==> src/rtl/sid_pkg.sv <==
// sid_pkg: shared state type, voice sample type and scaling constants for the SID voice path.
package sid_pkg;
    typedef enum logic [2:0] {IDLE, MUL1, MUL2, MUL3, COMMIT} state_t;
    typedef logic signed [11:0] voice_t;
    localparam int WAVE_MID  = 2048;
    localparam int ENV_SHIFT = 8;
    localparam int VOICE_MIN = -2048;
    localparam int VOICE_MAX = 2047;
    function automatic voice_t sat12(input logic signed [12:0] x);
        return (x > 13'(VOICE_MAX)) ? voice_t'(VOICE_MAX) :
               (x < 13'(VOICE_MIN)) ? voice_t'(VOICE_MIN) : x[11:0];
    endfunction
endpackage

==> src/rtl/sid_voice_mul.sv <==
// sid_voice_mul: removes the oscillator midscale, multiplies by the envelope and scales back to 12 bits.
module sid_voice_mul
    import sid_pkg::*;
(
    input  logic [11:0] wave,
    input  logic [7:0]  env,
    output voice_t      v
);
    logic signed [12:0] d;
    logic signed [20:0] p;
    always_comb begin
        d = $signed({1'b0, wave}) - 13'(WAVE_MID);
        p = 21'(d) * 21'($signed({1'b0, env}));
        // |p| < 2^20, so the shifted result always fits the 12-bit range
        v = 12'(p >>> ENV_SHIFT);
    end
endmodule

==> src/rtl/sid_voice_scaler.sv <==
// sid_voice_scaler: time-shares one multiplier over three voices and commits them together.
// Optional feature: define SID_VOICE_DCOFFSET_EN to add a saturated DC_OFFSET to every voice.
module sid_voice_scaler
    import sid_pkg::*;
#(
    parameter int DC_OFFSET = 0
) (
    input  logic        clk,
    input  logic        rst,
    input  logic        ce_sample,
    input  logic [11:0] wave1,
    input  logic [11:0] wave2,
    input  logic [11:0] wave3,
    input  logic [7:0]  env1,
    input  logic [7:0]  env2,
    input  logic [7:0]  env3,
    output voice_t      voice1,
    output voice_t      voice2,
    output voice_t      voice3,
    output logic        input_valid,
    output logic        overrun
);
    state_t      state;
    logic [11:0] w1, w2, w3;
    logic [7:0]  e1, e2, e3;
    voice_t      sh1, sh2;
    logic [11:0] wave_sel;
    logic [7:0]  env_sel;
    voice_t      v;

    if (DC_OFFSET < VOICE_MIN || DC_OFFSET > VOICE_MAX) begin : g_bad_offset
        $error("DC_OFFSET must fit in 12 signed bits");
    end

    function automatic voice_t commit_f(input voice_t x);
`ifdef SID_VOICE_DCOFFSET_EN
        return sat12(13'(x) + 13'(DC_OFFSET));
`else
        return x;
`endif
    endfunction

    always_comb begin
        wave_sel = (state == MUL1) ? w1 : (state == MUL2) ? w2 : w3;
        env_sel  = (state == MUL1) ? e1 : (state == MUL2) ? e2 : e3;
    end

    sid_voice_mul u_mul (.wave(wave_sel), .env(env_sel), .v(v));

    always_ff @(posedge clk) begin
        if (rst) begin
            state       <= IDLE;
            {w1, w2, w3} <= '0;
            {e1, e2, e3} <= '0;
            sh1         <= '0;
            sh2         <= '0;
            voice1      <= '0;
            voice2      <= '0;
            voice3      <= '0;
            input_valid <= 1'b0;
            overrun     <= 1'b0;
        end else begin
            input_valid <= 1'b0;
            if (ce_sample && state != IDLE)
                overrun <= 1'b1;
            case (state)
                IDLE: if (ce_sample) begin
                    {w1, w2, w3} <= {wave1, wave2, wave3};
                    {e1, e2, e3} <= {env1, env2, env3};
                    state        <= MUL1;
                end
                MUL1: begin
                    sh1   <= v;
                    state <= MUL2;
                end
                MUL2: begin
                    sh2   <= v;
                    state <= MUL3;
                end
                // voice 3 goes straight out so all three appear together in COMMIT
                MUL3: begin
                    voice1      <= commit_f(sh1);
                    voice2      <= commit_f(sh2);
                    voice3      <= commit_f(v);
                    input_valid <= 1'b1;
                    state       <= COMMIT;
                end
                default: state <= IDLE;
            endcase
        end
    end
endmodule

==> config.mk <==
export PLATFORM = sky130hd
export DESIGN_NAME = sid_voice_scaler
export DESIGN_NICKNAME = d
export VERILOG_FILES = /design/src/rtl/sid_pkg.sv /design/src/rtl/sid_voice_mul.sv /design/src/rtl/sid_voice_scaler.sv
export SDC_FILE = /design/constraint.sdc
export NUM_CORES = 1
export LEC_CHECK = 0
export ABC_CLOCK_PERIOD_IN_PS = 7600
export CORE_ASPECT_RATIO = 0.7
export CORE_MARGIN = 2
export CORE_UTILIZATION = 57
export DETAILED_ROUTE_END_ITERATION = 7
export GPL_ROUTABILITY_DRIVEN = 0
export MAX_ROUTING_LAYER = met4
export PLACE_DENSITY = 0.9
export SLEW_MARGIN = 10
export SYNTH_ARGS = -nofsm -noshare
export SYNTH_HDL_FRONTEND = slang
export SYNTH_HIERARCHICAL = 1
export SYNTH_SLANG_ARGS = --single-unit
==> constraint.sdc <==
create_clock -name clk -period 7.6 [get_ports clk]
set_input_delay 1.52 -clock clk [delete_from_list [all_inputs] [get_ports clk]]
set_output_delay 1.52 -clock clk [all_outputs]
set_load 0.02 [all_outputs]
Word level (Yosys, flattened, before mapping)
Index checks and enable logic that the tools add are counted.
{"block": "word_totals", "wordCells": 31, "inputBits": 63, "reg_bits": 125}
{"block": "op_classes", "mux": 7, "n_addsub": 1, "n_reduce_logical": 4, "eq_ne": 4, "mul": 1}
{"cell": "$mux W12", "count": 2}
{"cell": "$mul A13 B9 Y20", "count": 1}
{"cell": "$mux W8", "count": 2}
{"cell": "$sub A12 B12 Y13 const B", "count": 1}
{"cell": "$pmux W3 S4", "count": 1}
{"cell": "$eq A3 B2 Y1 const B", "count": 2}
{"cell": "$eq A3 B1 Y1 const B", "count": 1}
{"cell": "$logic_not A3 Y1", "count": 1}
{"cell": "$mux W3", "count": 1}
{"cell": "$reduce_bool A3 Y1", "count": 1}
{"cell": "$ne A2 B2 Y1 const B", "count": 1}
{"cell": "$reduce_and A2 Y1", "count": 1}
{"cell": "$logic_and A1 B1 Y1", "count": 1}
{"cell": "$mux W1", "count": 1}

Logic depth before layout (Yosys ltp)
{"block": "depth", "ltp_word": 5, "mapped_depth": 25}

Cells and area by module
Netlist, hierarchy kept.
{"mod": "sid_voice_scaler", "n_inst": 1, "cells_per_inst": 567, "seq_area_each_um2": 2502.4, "area_per_inst_um2": 4804.6}
{"mod": "sid_voice_mul", "n_inst": 1, "cells_per_inst": 401, "seq_area_each_um2": 0.0, "area_per_inst_um2": 3449.6}

Worst setup path after synthesis
No wires, ideal clock.
{"block": "synth_path", "path_type": "register to register", "from": "register state[1]", "to": "register sh1[11]", "path_stages_with_launch": 23, "path_buffers": 3, "setup_slack_ns": 2.125, "setup_ns": 0.128, "arrival_ns": 5.348, "period_less_slack_ns": 5.475, "t_required_ns": 7.472, "path_cell_list": "dfxtp_1 buf_2 nor2b_1 clkbuf_1 a22oi_1 o2bb2ai_1 clkbuf_1 nand2b_1 fa_1 inv_1 fa_1 inv_1 fa_1 fa_1 inv_1 ha_1 inv_1 o31ai_1 nor2_1 a31oi_1 xnor2_1 mux2i_1 nor2_1"}
{"item": "start, declared", "line_no": "sid_voice_scaler.sv:23", "rtl": "state_t state;"}
{"item": "start signal, assigned", "line_no": "sid_voice_scaler.sv:52", "rtl": "state <= IDLE;"}
{"item": "start signal, assigned", "line_no": "sid_voice_scaler.sv:70", "rtl": "state <= MUL1;"}
{"item": "start signal, assigned", "line_no": "sid_voice_scaler.sv:74", "rtl": "state <= MUL2;"}
{"item": "$eq A3 B2 Y1", "line_no": "sid_voice_scaler.sv:45", "rtl": "env_sel = (state == MUL1) ? e1 : (state == MUL2) ? e2 : e3;"}
{"item": "$mux W8", "line_no": "sid_voice_scaler.sv:45"}
{"item": "$mux W8 (*)", "line_no": "sid_voice_scaler.sv:45"}
{"item": "via env_sel[0]", "line_no": "sid_voice_scaler.sv:28", "rtl": "logic [7:0] env_sel;"}
{"item": "$mul A13 B9 Y20 (*)", "line_no": "sid_voice_mul.sv:13", "rtl": "p = 21'(d) * 21'($signed({1'b0, env}));"}
{"item": "via v[11]", "line_no": "sid_voice_scaler.sv:29", "rtl": "voice_t v;"}
{"item": "end signal, assigned", "line_no": "sid_voice_scaler.sv:73", "rtl": "sh1 <= v;"}
{"item": "end, declared", "line_no": "sid_voice_scaler.sv:26", "rtl": "voice_t sh1, sh2;"}
The timed path passes the listed nets; every way through them passes the cells marked *.
A chain may end at the register's enable or synchronous reset.

Worst setup path in the final report
{"block": "layout_path", "from": "register state[0]", "to": "register sh1[10]"}
Same word-level chain as after synthesis.

==> impl_metrics.py <==
metrics = {
    "floorplanning": {
        "die_height_um": 105,
        "die_area_sq_mm": 0.0155,
        "initial_core_util_pct": 58.7,
        "die_w_um": 148,
        "ios": 101,
        "core_area_sq_mm": 0.0141,
        "std_cell_rows": 36,
    },
    "logic_synthesis": {
        "async_flop_share_pct": 0,
        "yosys_warnings": 6,
        "syn_nets": 1141,
        "seq_area_frac_synth_pct": 30.3,
        "yosysTopAreaCell": "dfxtp_1",
        "synth_seq_cells": 125,
        "yosys_most_used_dff": "dfxtp_1",
        "post_synth_instance_area_sq_mm": 0.00825,
        "yosysMostFrequentCell": "nand2_1",
        "synthTopCellsByCount": "240 x nand2_1, 125 x dfxtp_1, 106 x inv_1",
        "avgSynthCellArea_sq_um": 8.53,
        "synth_edf_count": 0,
        "netlist-cell-type-count": 50,
        "synthTopCellsByArea": "dfxtp_1 30%, fa_1 18%, nand2_1 11%, a21oi_1 6.3%, ha_1 5.3%",
        "syn-instance-count": 968,
        "synth_top_area_share_pct": 30.3,
    },
    "pwr": {
        "seqPwrFrac_pct": 33.6,
        "pwr_density_cell_mw_per_mm2": 221,
        "internal_power_uw": 1430,
        "irDropWorstVdd_mv": 0.220,
        "combPwrFrac_pct": 28.8,
        "p_leak_uw": 0.00417,
        "clock_power_share_pct": 37.7,
        "swShare_pct": 34.3,
        "p_switching_uw": 746,
    },
    "cts": {
        "htreeDepth": 4,
        "clockBufferDepth": 2,
        "cts_tree": "yes",
        "clock-sinks": 125,
        "ctsResizeCount": 0,
        "cts_made_buffers": 17,
        "cts_setup_buffers": 0,
        "clk_latency_ns": 0.42,
        "path_clk_slew_ns": 0.06,
        "cts-root-buf": "clkbuf_16",
        "ctsHoldBuffers": 0,
    },
    "setup_path": {
        "path_max_fanout": 19,
        "worst-setup-path-type": "flop to flop",
        "cp-startpoint": "state[0]$_SDFFE_PP0P_",
        "crit_required_ns": 7.96,
        "cp.arrival_ns": 7.07,
        "rr_startpoint": "state[0]$_SDFFE_PP0P_",
        "endpoint_kind": "flop",
        "reg2reg_depth": 19,
        "start_kind": "flop",
    },
    "layout": {
        "area_growth_pct": 19.0,
        "multi_input_area_sq_mm": 0.00501,
        "nNetsFinal": 1215,
        "antenna_cells": 0,
        "layout.area.seq_sq_mm": 0.00250,
        "drive_above_1_share_pct": 5.59,
        "fillers": 990,
        "postLayoutCoreUtil_pct": 69.9,
    },
    "grt": {
        "track_usage_pct": 27.9,
        "grt_pass1_vias": 7126,
        "grt_max_degree": 65,
        "grt_pass1_wl_um": 33600,
        "grt_overflow": 0,
        "grt_antenna_before_repair": 0,
    },
    "timing": {
        "finalCritPeriodShare_pct": 88.3,
        "setup_tns_ns": 0,
        "drv_slew": 0,
        "skew_ns": 0.00679,
        "fin_crit_ns": 6.71,
        "whs_ns": 0.447,
        "max-slew-margin-rel_pct": 26.6,
        "hold_viol_final": 0,
        "fmax_mhz": 149,
        "worstMarginPinSlew_ns": 1.10,
        "setup_viol_count_final": 0,
        "rsz0062_at_grt": "no",
    },
    "detailed_routing": {
        "drt_wl_total_um": 20000,
        "drtIter0Drc": 521,
        "drcViolationCount": 0,
        "wl_per_cell_um": 16.1,
        "drtAntennaViolNets": 0,
        "met1_length_um": 8330,
        "routed.top_layer": "met4",
        "wl_met3_um": 1780,
        "via_per_inst": 5.58,
        "wl_met2_um": 9460,
        "first_pass_iters": 5,
        "vias": 6946,
    },
    "worst_hold_path": {
        "hold_class": "flop to flop",
        "min-delay-start": "sh2[5]$_SDFFE_PP0N_",
        "min_path_cells": 2,
    },
    "placement": {
        "io_buffer_count": 100,
        "hpwl_um": 14000,
    },
    "outcome": {
        "status": "finished, final reports clean",
    },
    "run": {
        "cap_violations": 0,
    },
}
[state kept, by name, summed over array words and instances (netlist names)]
| signal | flops |
|---|---|
| w3 | 12 |
| w2 | 12 |
| e3 | 8 |
| w1 | 12 |
| voice3 | 12 |
| overrun | 1 |
| sh2 | 12 |
| input_valid | 1 |
| e2 | 8 |
| voice1 | 12 |
| state | 3 |
| sh1 | 12 |
| e1 | 8 |
| voice2 | 12 |
[area by class of cell]
cell class                      instances  area share (%)
Multi-Input combinational cell        680            51.0
Inverter                              106            4.05
Sequential cell                       125            25.5
Timing Repair Buffer                  112            11.1
Tap cell                              190            2.42
Clock inverter                         15            1.64
Clock buffer                           17            4.33
[placed cells by master (no fill, tap or decap), types with 3 or more instances in the layout]
master,count
a21o_1,3
a21oi_1,104
a21oi_2,3
a22oi_1,20
and2_1,45
buf_4,13
clkbuf_16,17
clkdlybuf4s50_1,99
clkinv_2,4
dfxtp_1,125
fa_1,75
ha_1,35
inv_1,106
inv_6,4
mux2i_1,24
nand2_1,240
nand2b_1,5
nand3_1,4
nor2_1,38
nor2b_1,5
o21a_1,3
o21ai_1,4
o2bb2ai_1,20
xnor2_1,11
xor2_1,6
[metal layers]
layer | global-route usage [%] | vias to the layer above
li1 | - | 3253
met5 | - | -
met3 | 6.64 | 54
met1 | 35.9 | 3318
met4 | 9.86 | 0
met2 | 43.6 | 321
[path summary, 6_finish.rpt]
kind	to	slack, ns
max	sh1[10]$_SDFFE_PP0P_	0.89
min	voice2[5]$_SDFFE_PP0P_	0.45
min reg2reg	voice2[5]$_SDFFE_PP0P_	0.45
max reg2reg	sh1[10]$_SDFFE_PP0P_	0.89
[per-stage QoR]
step | worst slack (ns) | std cells | instance area, sq um | total power (uW)
after floorplan | 2.12 | 968 | 8250 | 1190
after global placement | 1.45 | 1213 | 9240 | 1320
after detailed placement | 1.21 | 1213 | 9240 | 1340
after CTS | 1.01 | 1245 | 9830 | 2160
after global routing | 0.463 | 1245 | 9830 | 2270
final | 0.888 | 1245 | 9830 | 2170
[worst max-delay path: stages, from the launching register on]
cell and delay (ns):
dfxtp_1 0.52, nor2b_1 0.37, buf_4 0.33, a22oi_1 0.13, o2bb2ai_1 0.88, and2_1 0.27
fa_1 0.45, fa_1 0.48, fa_1 0.54, inv_1 0.05, fa_1 0.54, inv_1 0.05
ha_1 0.37, a211o_1 0.36, a21oi_2 0.19, o221a_2 0.26, nand2_1 0.13, o311ai_1 0.46
mux2i_1 0.16, nor2_1 0.11
[cells by family after synthesis]
kind of cell             Yosys count  share of synthesized area (%)
AND/OR/NAND/NOR                  353                           19.1
AO/OA/AOI/OAI                    176                           13.4
buffers and inverters            163                           8.96
flip-flops                       125                           30.3
adder cells (fa/ha/maj)          110                           23.5
multiplexers                      24                           2.91
XOR/XNOR                          17                           1.80
[power by group through the flow]
stage / Sequential [uW] / Clock (uW) / Combinational [uW]
floorplan: 733 / 0 / 462
global placement: 739 / 0 / 576
detailed placement: 740 / 0 / 599
CTS: 727 / 822 / 614
global route: 732 / 849 / 692
finish: 729 / 818 / 625
Power figures use the tool's default switching activity.
